<file path="src/rtl/alt_ddr2_agx2_ex_lfsr8_checker_pkg.sv">
// Shared definitions for the 8-bit LFSR read-data checker.
package alt_ddr2_agx2_ex_lfsr8_checker_pkg;

    typedef enum logic [1:0] {
        ST_IDLE  = 2'd0,
        ST_SYNC  = 2'd1,
        ST_CHECK = 2'd2,
        ST_DONE  = 2'd3
    } state_t;

    localparam int unsigned DEFAULT_SEED = 32;

    // One LFSR step: shift up, feedback of bit 7 into bits 0, 2, 3 and 4.
    function automatic logic [7:0] nxt(input logic [7:0] d);
        nxt = {d[6], d[5], d[4], d[3] ^ d[7], d[2] ^ d[7], d[1] ^ d[7], d[0], d[7]};
    endfunction

endpackage

</file>
<file path="src/rtl/alt_ddr2_agx2_ex_lfsr8_exp.sv">
// Expected-data generator: holds the LFSR value the next beat is compared to.
module alt_ddr2_agx2_ex_lfsr8_exp
    import alt_ddr2_agx2_ex_lfsr8_checker_pkg::*;
#(
    parameter int unsigned SEED = DEFAULT_SEED
) (
    input  logic       clk,
    input  logic       reset,
    input  logic       load,
    input  logic       reseed,
    input  logic       advance,
    input  logic [7:0] reseed_data,
    output logic [7:0] expected
);

    localparam logic [7:0] SEED8 = 8'(SEED);

    // Load from SEED, reseed from a received beat, or step the sequence.
    always_ff @(posedge clk or posedge reset) begin
        if (reset) begin
            expected <= SEED8;
        end else if (load) begin
            expected <= SEED8;
        end else if (reseed) begin
            expected <= nxt(reseed_data);
        end else if (advance) begin
            expected <= nxt(expected);
        end
    end

endmodule

</file>
<file path="config.mk">
export PLATFORM = sky130hd
export DESIGN_NAME = alt_ddr2_agx2_ex_lfsr8_exp
export DESIGN_NICKNAME = d
export VERILOG_FILES = /design/src/rtl/alt_ddr2_agx2_ex_lfsr8_checker_pkg.sv /design/src/rtl/alt_ddr2_agx2_ex_lfsr8_exp.sv
export SDC_FILE = /design/constraint.sdc
export NUM_CORES = 1
export LEC_CHECK = 0
export BUFFER_PORTS_ARGS = -buffer_cell sky130_fd_sc_hd__clkbuf_2
export CAP_MARGIN = 30
export CORE_AREA = 2 2 39 41
export DETAILED_ROUTE_END_ITERATION = 7
export DIE_AREA = 0 0 41 43
export PLACE_DENSITY_LB_ADDON = 0.15
export SYNTH_ARGS = -nofsm -noshare
export SYNTH_HDL_FRONTEND = slang
export SYNTH_SLANG_ARGS = --single-unit
export TNS_END_PERCENT = 5
</file>
<file path="constraint.sdc">
create_clock -name clk -period 1.4 [get_ports clk]
set_input_delay 0.28 -clock clk [delete_from_list [all_inputs] [get_ports clk]]
set_output_delay 0.28 -clock clk [all_outputs]
set_load 0.01 [all_outputs]
</file>
### Word level (Yosys, flattened, before mapping)

Index checks and enable logic that the tools add are counted.

* bits of input ports: 13
* logic and storage cells: 11
* flip-flop bits (word level): 8
* output and inout port bits: 8

* bitwise gates (word level): 6
* reductions and logical operators: 1
* muxes and demuxes: 3

Operators by type and width (number)
* $mux W8: 3
* $xor A1 B1 Y1: 6
* $reduce_bool A3 Y1: 1

### Longest topological paths before layout

* depth after elaboration: 4
* mapped depth: 4
* depth with buffers taken out: 3

### Worst setup path before layout

Ideal clock, no wire load.

* path type: register -> register
* start: reg expected[2] (netlist name)
* end: reg expected[2]
* slack: 0.353 ns
* clock period less this slack: 1.047 ns
* setup time: 0.132 ns
* cell stages (with the launch flop): 4
* arrival time: 0.915 ns
* cell sequence: dfrtp_1 or3_1 o21ai_1 a211oi_2

RTL lines
* to (signal assigned): line alt_ddr2_agx2_ex_lfsr8_exp.sv:25 `expected <= nxt(reseed_data);`
* to (signal assigned): line alt_ddr2_agx2_ex_lfsr8_exp.sv:27 `expected <= nxt(expected);`
* to (decl): line alt_ddr2_agx2_ex_lfsr8_exp.sv:13 `output logic [7:0] expected`

### Worst setup path in the final report

* start: reg expected[5]
* end: out expected[5]

No word-level cell between the ends.

==> flow_summary.toml <==
[job]
max_cap_violations = 0

[timing]
setup_tns_ps = 0
relSlewSlack_pct = 78.61
timing.fmax_mhz = 845.5
tightest_slew_ps = 320.4
hold_viol_final = 0
finalSetupViolCount = 0
rsz0062_at_grt = "false"
period_share_pct = 84.48
finClkSkew_ps = 6.590
finalMaxSlewViolations = 0
min_period_ps = 1183

[setup_path]
endpoint_kind = "output pin"
criticalPathCategory = "register to output pin"
cp.required_ps = 1120
path_cells = "clkbuf_2"
startpoint_type = "register"
critPathMaxFanout = 3
crit_family = "flip-flops"
cp_num_buf_inv = 1
critPathMaxStageDelay_ps = 530
cp_slowest_cell = "dfstp_2"
arrival_ps = 900

[global_route]
overflow = 0
grt_pass1_wl_um = 1587
grt_max_degree = 10
grt_pass1_vias = 371
grt_usage_pct = 13.06
antenna_found_initial = 0

[logic_synthesis]
yosysSeqAreaShare_pct = 41.82
synth.distinct_cells = 16
synth_area_per_cell_um2 = 11.20
synth_area_um2 = 481.7
yosys_warnings = 0
syn_inst = 43
synth_nets = 56
ys_seq_elements = 8

[cts]
clockBufferDepth = 2
root_buffer = "clkbuf_4"
clk_pin_slew_worst_paths_ps = 60
clock-sinks = 8
h-tree-depth = 1
cts_resized = 0
clkLatencyLatePin_ps = 250
numCtsBuffers = 3
cts_tree = "built"

[final_layout]
top_regs = "expected: 8 flops"
finalNetCount = 80
antennaDiodeCount = 0
stdcell_count = 82
largest_reg_flops = 8
layout-drive-gt1-share_pct = 40.91
regMostFlops = "expected"
syn_to_final_growth_pct = 28.57

[pwr]
p_leak_uw = 0.0003250
power.density_nw_per_um2 = 944.8
peakVddDrop_mv = 0.4740

[floorplan]
start_util_pct = 34.81
fp.dieArea_um2 = 1763
core_um2 = 1384
ios = 21
fp-row-count = 14
die_w_um = 41
die_h_um = 43

[drt]
routedWlPerCell_um = 11.41
drt_first_pass_iters = 2
antenna_left = 0
vias = 384
drc = 0
wirelength_um = 936
drtIter0Drc = 4
viasPerCell = 4.683

[place]
routabilityCongestion = 0.6507
placedCellCount = 77
io_buffers = 20

[status]
status = "completed"

[min_path]
hold_path_class = "input pin to register"
==> stage by stage <==
step | utilization, % | instance area, um^2 | power (uW) | setup WS (ps) | hold slack, ps
floorplan | - | 481.7 | 354.3 | 353.1 | 94.94
global placement | 42.13 | 583.1 | 400.8 | 271.2 | 227.9
detailed placement | 42.13 | 583.1 | 401.9 | 254.6 | 229.3
CTS | 44.76 | 619.3 | 602.2 | 202.5 | 261.2
global route | 44.76 | 619.3 | 633.7 | 175.3 | 270.4
finish | 44.76 | 619.3 | 585.2 | 217.3 | 266.7
==> report_power, final <==
part           leakage, uW  internal [uW]  total [uW]  switching (uW)
sequential        0.000102            251         267            16.2
combinational     0.000208           66.4         130            63.2
clock            0.0000150            109         188            79.1
==> cell type report <==
type                       instances  area, um^2
clock buffer                       4       26.28
sequential                         8       201.4
inverter                           1       3.754
tap                               16       20.02
multi-input combinational         31       250.2
fill                             148       764.5
timing repair buffer              22       117.6
==> cells in the final DEF, fill, tap and decap left out <==
cell           synthesis  layout
a211oi_1               2       2
a211oi_2               1       1
buf_4                  0       1
clkbuf_1               0       1
clkbuf_2               0      20
clkbuf_4               0       3
dfrtp_1                7       7
dfstp_2                1       1
dlygate4sd3_1          0       1
inv_1                  1       1
mux2_1                 5       5
mux2i_1                5       5
nand2b_1               1       1
nand2b_2               1       1
nor2_1                 4       4
o21ai_1                3       3
or3_1                  3       3
xnor2_1                3       3
xor2_1                 3       3
==> logic make-up after synthesis <==
kind of cell / share of synthesized area [%]
buffers and inverters: 6.232
multiplexers: 22.08
AND/OR/NAND/NOR: 10.13
flip-flops: 41.82
XOR/XNOR: 10.91
AO/OA/AOI/OAI: 8.829
==> tightest hold or removal path, cell delays in order <==
cell and delay, ps:
clkbuf_2 70, mux2i_1 50, nor2_1 70
==> per-layer routing <==
layer	vias up	routed length (um)	share of wire [%]	track usage, %
met1	178	416	44	18.48
met4	0	0	0	6.000
met5	-	0	0	0
met2	10	471	50	18.13
met3	0	47	5.0	3.141
li1	196	-	-	-
==> what timing repair did <==
action / in CTS / in global routing
endpoints found under the setup margin: 0 / 0
hold buffers: 1 / 0
hold endpoints to repair: 7 / 0
setup buffers: 0 / 0
==> synth_stat cells <==
| master | instances | share of area (%) |
|---|---|---|
| dfrtp_1 | 7 | 36 |
| mux2_1 | 5 | 12 |
| mux2i_1 | 5 | 10 |
| nor2_1 | 4 | 3.1 |
| o21ai_1 | 3 | 3.1 |
| or3_1 | 3 | 3.9 |
| xnor2_1 | 3 | 5.5 |
| xor2_1 | 3 | 5.5 |
| a211oi_1 | 2 | 3.1 |
| buf_6 | 2 | 4.7 |
| a211oi_2 | 1 | 2.6 |
| buf_1 | 1 | 0.78 |
| dfstp_2 | 1 | 5.5 |
| inv_1 | 1 | 0.78 |
| nand2b_1 | 1 | 1.3 |
| nand2b_2 | 1 | 1.8 |
==> final timing paths <==
check	slack, ps	cells after the start	endpoint	start
min in group asynchronous	510	3	expected[0]	reset
max	220	1	expected[5]	expected[5]
min	270	3	expected[1]	reseed_data[0]
max in group asynchronous	600	3	expected[5]	reset
min reg2reg	650	3	expected[5]	expected[4]
max reg2reg	350	3	expected[7]	expected[7]
(Power assumes the default switching activity.)
